===== src/rtl/mem_loader.sv =====
// mem_loader: byte-stream bus initiator that loads a framed image into a
// 16-bit single-port RAM, then reads the region back and checks a 16-bit sum.
//
// Frame: A5, ADDR_LO, ADDR_HI, CNT_LO, CNT_HI, N x (LO, HI), SUM_LO, SUM_HI
//
// Ports:
//   i_clk       system clock, rising edge
//   i_reset     synchronous active-high reset
//   i_rx_dat    incoming byte
//   i_rx_valid  i_rx_dat is valid
//   o_rx_ready  byte accepted this cycle when valid & ready
//   o_mem_cyc   bus cycle active
//   o_mem_we    write strobe (only with o_mem_cyc)
//   o_mem_addr  word address (holds last bus address when idle)
//   o_mem_dat   write data (holds last assembled word when idle)
//   i_mem_dat   combinational read data
//   o_busy      loader is inside a frame
//   o_done      one-cycle pulse at the end of each frame
//   o_err       checksum/readback failure, sticky until the next sync byte
module mem_loader #(
  parameter int AW = 12
) (
  input  logic          i_clk,
  input  logic          i_reset,
  input  logic [7:0]    i_rx_dat,
  input  logic          i_rx_valid,
  output logic          o_rx_ready,
  output logic          o_mem_cyc,
  output logic          o_mem_we,
  output logic [AW-1:0] o_mem_addr,
  output logic [15:0]   o_mem_dat,
  input  logic [15:0]   i_mem_dat,
  output logic          o_busy,
  output logic          o_done,
  output logic          o_err
);

  typedef enum logic [2:0] {
    IDLE, HDR, DATA_LO, DATA_HI, WRITE, SUM, VERIFY, RESULT
  } state_e;

  localparam logic [7:0] SYNC = 8'hA5;

  state_e        state_q, state_d;
  logic [1:0]    byteIdx_q, byteIdx_d;
  logic [7:0]    lowByte_q, lowByte_d;
  logic [AW-1:0] startAddr_q, startAddr_d;
  logic [AW-1:0] ptr_q, ptr_d;
  logic [AW-1:0] lastAddr_q, lastAddr_d;
  logic [15:0]   count_q, count_d;
  logic [15:0]   remain_q, remain_d;
  logic [15:0]   word_q, word_d;
  logic [15:0]   wSum_q, wSum_d;
  logic [15:0]   rSum_q, rSum_d;
  logic [15:0]   rxSum_q, rxSum_d;
  logic          err_q, err_d;

  logic          take;
  logic          sumBad;
  logic [15:0]   rxWord;

  assign take   = i_rx_valid & o_rx_ready;
  // Every 16-bit field arrives low byte first; the low byte is parked in lowByte_q.
  assign rxWord = {i_rx_dat, lowByte_q};
  assign sumBad = (rxSum_q != wSum_q) || (rSum_q != wSum_q);

  // o_mem_dat is the assembled word register itself, so it naturally holds
  // the last written word between bus cycles.
  assign o_mem_dat = word_q;

  // Outputs are decoded from the state; strobes are masked while reset is
  // asserted so an abort never produces a further bus cycle or done pulse.
  always_comb begin
    o_rx_ready = 1'b0;
    o_mem_cyc  = 1'b0;
    o_mem_we   = 1'b0;
    o_mem_addr = lastAddr_q;
    o_done     = 1'b0;
    o_busy     = (state_q != IDLE);
    o_err      = err_q;
    case (state_q)
      IDLE, HDR, DATA_LO, DATA_HI, SUM: o_rx_ready = ~i_reset;
      WRITE: begin
        o_mem_cyc  = ~i_reset;
        o_mem_we   = ~i_reset;
        o_mem_addr = ptr_q;
      end
      VERIFY: begin
        o_mem_cyc  = ~i_reset;
        o_mem_addr = ptr_q;
      end
      RESULT: begin
        o_done = ~i_reset;
        o_err  = err_q | (sumBad & ~i_reset);
      end
      default: ;
    endcase
  end

  always_comb begin
    state_d     = state_q;
    byteIdx_d   = byteIdx_q;
    lowByte_d   = lowByte_q;
    startAddr_d = startAddr_q;
    ptr_d       = ptr_q;
    lastAddr_d  = lastAddr_q;
    count_d     = count_q;
    remain_d    = remain_q;
    word_d      = word_q;
    wSum_d      = wSum_q;
    rSum_d      = rSum_q;
    rxSum_d     = rxSum_q;
    err_d       = err_q;
    case (state_q)
      IDLE: begin
        if (take && i_rx_dat == SYNC) begin
          err_d     = 1'b0;
          wSum_d    = '0;
          rSum_d    = '0;
          byteIdx_d = '0;
          state_d   = HDR;
        end
      end
      HDR: begin
        if (take) begin
          byteIdx_d = byteIdx_q + 2'd1;
          case (byteIdx_q)
            2'd0, 2'd2: lowByte_d = i_rx_dat;
            2'd1: begin
              // Address bits above AW are dropped here.
              startAddr_d = rxWord[AW-1:0];
              ptr_d       = rxWord[AW-1:0];
            end
            default: begin
              count_d   = rxWord;
              remain_d  = rxWord;
              byteIdx_d = '0;
              state_d   = (rxWord == 16'd0) ? SUM : DATA_LO;
            end
          endcase
        end
      end
      DATA_LO: begin
        if (take) begin
          lowByte_d = i_rx_dat;
          state_d   = DATA_HI;
        end
      end
      DATA_HI: begin
        if (take) begin
          word_d  = rxWord;
          state_d = WRITE;
        end
      end
      WRITE: begin
        wSum_d     = wSum_q + word_q;
        lastAddr_d = ptr_q;
        ptr_d      = ptr_q + AW'(1);
        remain_d   = remain_q - 16'd1;
        state_d    = (remain_q == 16'd1) ? SUM : DATA_LO;
      end
      SUM: begin
        if (take) begin
          if (byteIdx_q[0] == 1'b0) begin
            lowByte_d = i_rx_dat;
            byteIdx_d = 2'd1;
          end else begin
            // Rewind to the start of the region for the readback pass.
            rxSum_d   = rxWord;
            ptr_d     = startAddr_q;
            remain_d  = count_q;
            byteIdx_d = '0;
            state_d   = (count_q == 16'd0) ? RESULT : VERIFY;
          end
        end
      end
      VERIFY: begin
        rSum_d     = rSum_q + i_mem_dat;
        lastAddr_d = ptr_q;
        ptr_d      = ptr_q + AW'(1);
        remain_d   = remain_q - 16'd1;
        if (remain_q == 16'd1) state_d = RESULT;
      end
      RESULT: begin
        err_d   = err_q | sumBad;
        state_d = IDLE;
      end
      default: state_d = IDLE;
    endcase
  end

  always_ff @(posedge i_clk) begin
    if (i_reset) begin
      state_q     <= IDLE;
      byteIdx_q   <= '0;
      lowByte_q   <= '0;
      startAddr_q <= '0;
      ptr_q       <= '0;
      lastAddr_q  <= '0;
      count_q     <= '0;
      remain_q    <= '0;
      word_q      <= '0;
      wSum_q      <= '0;
      rSum_q      <= '0;
      rxSum_q     <= '0;
      err_q       <= 1'b0;
    end else begin
      state_q     <= state_d;
      byteIdx_q   <= byteIdx_d;
      lowByte_q   <= lowByte_d;
      startAddr_q <= startAddr_d;
      ptr_q       <= ptr_d;
      lastAddr_q  <= lastAddr_d;
      count_q     <= count_d;
      remain_q    <= remain_d;
      word_q      <= word_d;
      wSum_q      <= wSum_d;
      rSum_q      <= rSum_d;
      rxSum_q     <= rxSum_d;
      err_q       <= err_d;
    end
  end

endmodule


===== config.mk =====
export PLATFORM = sky130hd
export DESIGN_NAME = mem_loader
export DESIGN_NICKNAME = d
export VERILOG_FILES = /design/src/rtl/mem_loader.sv
export SDC_FILE = /design/constraint.sdc
export NUM_CORES = 1
export LEC_CHECK = 0
export ABC_AREA = 1
export CORE_MARGIN = 4
export CORE_UTILIZATION = 54
export CTS_CLUSTER_DIAMETER = 120
export DETAILED_ROUTE_END_ITERATION = 10
export GPL_TIMING_DRIVEN = 0
export PLACE_DENSITY_LB_ADDON = 0.25
export SLEW_MARGIN = 20
export SYNTH_ARGS = -nofsm -noshare
export SYNTH_HDL_FRONTEND = slang
export SYNTH_SLANG_ARGS = --single-unit
export TNS_END_PERCENT = 10

===== constraint.sdc =====
create_clock -name i_clk -period 1.6 [get_ports i_clk]
set_input_delay 0.24 -clock i_clk [delete_from_list [all_inputs] [get_ports i_clk]]
set_output_delay 0.24 -clock i_clk [all_outputs]
set_load 0.05 [all_outputs]

* Word level (Yosys, flattened, before mapping)
Cells that the tools add are included.
** Word-level totals
- Register bits after elaboration :: 146
- Bits of input ports :: 27
- Output and inout port bits :: 34
** Operators by class
- $add $sub $neg :: 5
- Equal/unequal tests :: 24
- Muxes and demuxes :: 45
- Bitwise operators :: 6
- Reductions and logical operators :: 29
** Operator list (number)
- 2-to-1 mux 16 bit :: 5
- one-hot mux 16 bit (2 select lines) :: 2
- 2-to-1 mux 12 bit :: 5
- one-hot mux 16 bit (3 select lines) :: 1
- 2-to-1 mux 8 bit :: 5
- one-hot mux 12 bit (3 select lines) :: 1
- adder 16 bit :: 2
- logical NOT 16 bit :: 2
- != test 16 bit :: 2
- 2-to-1 mux 3 bit :: 10
- one-hot mux 3 bit (8 select lines) :: 1
- one-hot mux 8 bit (3 select lines) :: 1
- != test 2 bit, second input constant :: 11
- == test 16 x 1 -> 1 bit, second input constant :: 1
- subtractor 16 x 1 -> 16 bit, second input constant :: 1
- adder 12 x 1 -> 12 bit, second input constant :: 1
- == test 3 bit, second input constant :: 4
- nonzero test 3 bit :: 4
- AND reduction 5 bit :: 2
- AND reduction 3 bit :: 3
- == test 8 bit, second input constant :: 1
- 2-to-1 mux 1 bit :: 8
- 2-to-1 mux 2 bit :: 4
- AND reduction 2 bit :: 4
- 21 further kinds :: 28

* Depth between registers and ports, before layout
- Depth after elaboration :: 7
- Depth in mapped cells :: 12
- Mapped depth without buffers :: 11

* Worst setup path after synthesis
No wires, ideal clock.
- Path kind :: register -> output
- From :: reg state_q[2]
- To :: out o_err
- Data arrival time :: 2139 ps
- Setup slack :: -779 ps
- Stages on the path, launching flop included :: 8
- Path buffers :: 1
- Path through :: dfxtp_1 -> buf_2 -> inv_2 -> nor2_1 -> inv_1 -> nor2_1 -> nor2_1 -> nor2_1
** On the way
- Longest elaborated chain between the ends :: 2
** Ends and longest elaborated chain
- start: declaration :: line 44 : state_e state_q, state_d;
- start signal: assignment :: line 208 : state_q <= state_d;
- == test 3 bit :: line 81 : case (state_q)
- 2-to-1 mux 1 bit :: line 81
- end: declaration :: line 35 : output logic o_err
No other way between the ends.

* Worst setup path in the final report
- From :: reg wSum_q[3]
- To :: out o_err
** On the way
- Longest elaborated chain between the ends :: 5
- Elaborated cells between the ends (all ways) :: 6
- Classes of those cells :: eq/ne (2); mux (1); bitwise (2); reduce/logical (1)
** Ends and longest elaborated chain
- start: declaration :: line 53 : logic [15:0] wSum_q, wSum_d;
- start signal: assignment :: line 217 : wSum_q <= wSum_d;
- != test 16 bit :: line 65 : assign sumBad = (rxSum_q != wSum_q) || (rSum_q != wSum_q);
- logical OR 1 bit (*) :: line 65
- AND 1 bit (*) :: line 94 : o_err = err_q | (sumBad & ~i_reset);
- bitwise OR 1 bit (*) :: line 94
- 2-to-1 mux 1 bit (*) :: line 81
Every way passes the cells marked *; elsewhere a longest branch is shown, timed or not.

==> metrics.csv <==
metric;value;unit
status;finished, violations left;
violations;setup timing;
ios;61;
diodes;0;
post_drt_wl_per_cell;18.29;um
dp_slack;-1.049;ns
setup_viol;104;
cts_htree_levels;4;
final_core_util;0.7396;
grt_remaining_overflow;0;
finalMaxSlewViolations;0;
io_buffers;58;
cts_made_buffers;17;
pwr_density_cell;1492;mW/mm2
pwr-share-seq;0.273;
viasPerCell;5.778;
cts_tree;built;
start_kind;flip-flop;
place_area;0.009614;mm2
setup_ws;-0.3971;ns
design_area;0.01171;mm2
syn_nets;1409;
end_kind;output port;
ys_seq_elements;146;
antenna_found_initial;0;
syn-cell-area;0.008680;mm2
syn_area_per_cell;6.463;um2
swShare;0.4285;
drt_iter0_markers;903;
drcViolationCount;0;
die_x;134.8;um
core_area;0.01583;mm2
pwr-share-comb;0.475;
slew_headroom;0.3756;
drt-total-wl;30770;um
root_buffer;clkbuf_16;
p_int;0.009982;W
dp_hpwl;20910;um
max_freq;500.7;MHz
net-switching-power;0.007485;W
syn_inst;1343;
ys_warn_count;0;
path_clk_slew;0.06;ns
hold_viol_final;0;
synth-seq-area-share;0.3367;
grt_start_max_net_pins;17;
clock_skew;0.008079;ns
cp.required;1.36;ns
globalplace.congestion;0.9778;
dp_cells;1617;
nNetsFinal;1520;
cp_slowest_stage_delay;0.35;ns
timing.final.crit_share;1.248;
clk_latency;0.43;ns
crit_chain;or2_4 > o21ai_2 > nand3_2 > nand3b_1 > nor2_4 > nor2_4 > buf_8;
num_rows;46;
vias;9718;
hold_buffers;0;
final_common_cell;nand2_1;
ant_nets;0;
critical_path_class;reg2out;
worst_path_most_repeated_cell;nor2_4;
dr.pass1.iters;5;
hp-class;in2reg;
p_leak;5.177;nW
die_h;134.8;um
grt_usage;0.3209;
cp.arrival;1.76;ns
clockPowerShare;0.251;
clockBufferDepth;2;
initial_utilization;0.5484;
grt_pass1_wl;45950;um
cp_slowest_cell;dfxtp_4;
cts_sinks;146;
first_global_vias;8928;
period_needed;1.997;ns
layout_common_cells;nand2_1, inv_1, a21oi_1, nor2_1, dfxtp_1;
area_growth;34.87;%
crit_path_max_fanout;2;
dieArea;0.01817;mm2
peakVddDrop;1.216;mV
maxCapViolCount;0;
rsz0062_at_grt;yes;
final_cells;1682;
tightest_slew;0.9366;ns
synth_cell_types;45;
drive_above_1_share;0.2497;
## area by class of cell
type	count	area (um2)
inverter	178	704.4
multi-input combinational	975	5777
buffer	45	381.6
clock buffer	20	466.7
clock inverter	11	173.9
timing repair buffer	91	927.1
tap	216	270.3
sequential	146	3005
fill	1222	4121
## repair_timing
action,in CTS,in global routing
pin swaps,20,34
resized for setup,337,197
endpoints found under the setup margin,171,154
buffers inserted,18,11
cloned,2,3
## cell families (layout without fill, tap and decap cells)
group | Yosys count | in the layout | synth area share
AOI/OAI and AO/OA | 333 | 333 | 0.2040
xor gates and xnor gates | 15 | 15 | 0.01514
adders and majority gates | 39 | 39 | 0.05795
buffers and inverters | 223 | 345 | 0.1019
DFF | 146 | 146 | 0.3367
and+or+nand+nor | 587 | 588 | 0.2843
## critical path: cells and delay by family, from the launching register on
| kind | cells | cell delay, ns |
|---|---|---|
| buf+inv | 1 | 0.15 |
| compound gates | 1 | 0.12 |
| simple gates | 5 | 0.72 |
| flops | 1 | 0.35 |
## cell usage after synthesis, drive strengths merged
cell / number / area share
o21bai: 2 / 0.0017
a21oi: 159 / 0.093
nand3: 85 / 0.050
a211oi: 5 / 0.0043
clkbuf: 26 / 0.011
o21a: 2 / 0.0017
inv: 177 / 0.077
a21boi: 1 / 0.00087
o211ai: 5 / 0.0043
o221ai: 1 / 0.0010
clkinv: 1 / 0.00058
a31oi: 3 / 0.0022
xnor2: 1 / 0.0010
dfxtp: 146 / 0.34
a221oi: 1 / 0.0010
nand4: 15 / 0.011
nor2: 137 / 0.062
o22ai: 13 / 0.0094
a21o: 2 / 0.0017
o21ai: 137 / 0.080
o31ai: 1 / 0.00087
or2: 7 / 0.0050
nand3b: 7 / 0.0061
nand2: 319 / 0.14
o211a: 1 / 0.0012
and2: 2 / 0.0014
fa: 2 / 0.0046
buf: 19 / 0.013
ha: 37 / 0.053
xor2: 14 / 0.014
nor3: 15 / 0.0086
## state kept, by name, indices dropped and copies added, names as in the netlist
name / flops
lastAddr_q: 12
err_q: 1
rSum_q: 16
remain_q: 16
byteIdx_q: 2
startAddr_q: 12
wSum_q: 16
count_q: 16
ptr_q: 12
o_mem_dat: 16
rxSum_q: 16
state_q: 3
lowByte_q: 8
## worst paths after layout
check                           cells past startpoint                         from                           to  slack [ns]
worst max-delay path                                7       wSum_q[3]$_SDFFE_PP0P_                        o_err       -0.40
worst min-delay path                                4                      i_reset     remain_q[9]$_SDFFE_PP0P_        0.36
worst max register to register                     11      state_q[0]$_SDFFE_PP0P_     remain_q[4]$_SDFFE_PP0P_       -0.17
worst min register to register                      2  startAddr_q[1]$_SDFFE_PP0P_  startAddr_q[1]$_SDFFE_PP0P_        0.47
## power groups by stage
stage / Clock [W] / Sequential [W] / Combinational (W)
after floorplan: 0 / 0.00456 / 0.00440
after global placement: 0 / 0.00468 / 0.00598
after detailed placement: 0 / 0.00469 / 0.00603
after CTS: 0.00437 / 0.00472 / 0.00728
after global routing: 0.00454 / 0.00482 / 0.00886
final: 0.00439 / 0.00477 / 0.00830
## through the flow
stage                     hold slack [ns]  power [W]  TNS [ns]
after floorplan                    0.3749   0.008954    -2.674
after global placement             0.4438    0.01066    -74.72
after detailed placement           0.4522    0.01072    -73.01
after CTS                          0.3633    0.01637    -7.393
after global routing               0.3956    0.01821    -19.11
final                              0.3647    0.01747    -10.71
## per-layer routing
| metal | track usage | share of wire | wire (um) |
|---|---|---|---|
| met1 | 0.3905 | 0.39 | 12000 |
| met2 | 0.5375 | 0.48 | 14780 |
| met3 | 0.06036 | 0.072 | 2228 |
| met4 | 0.1725 | 0.057 | 1759 |
| met5 | 0 | 0 | 0 |
No activity file was read; power rests on OpenSTA's default activity.
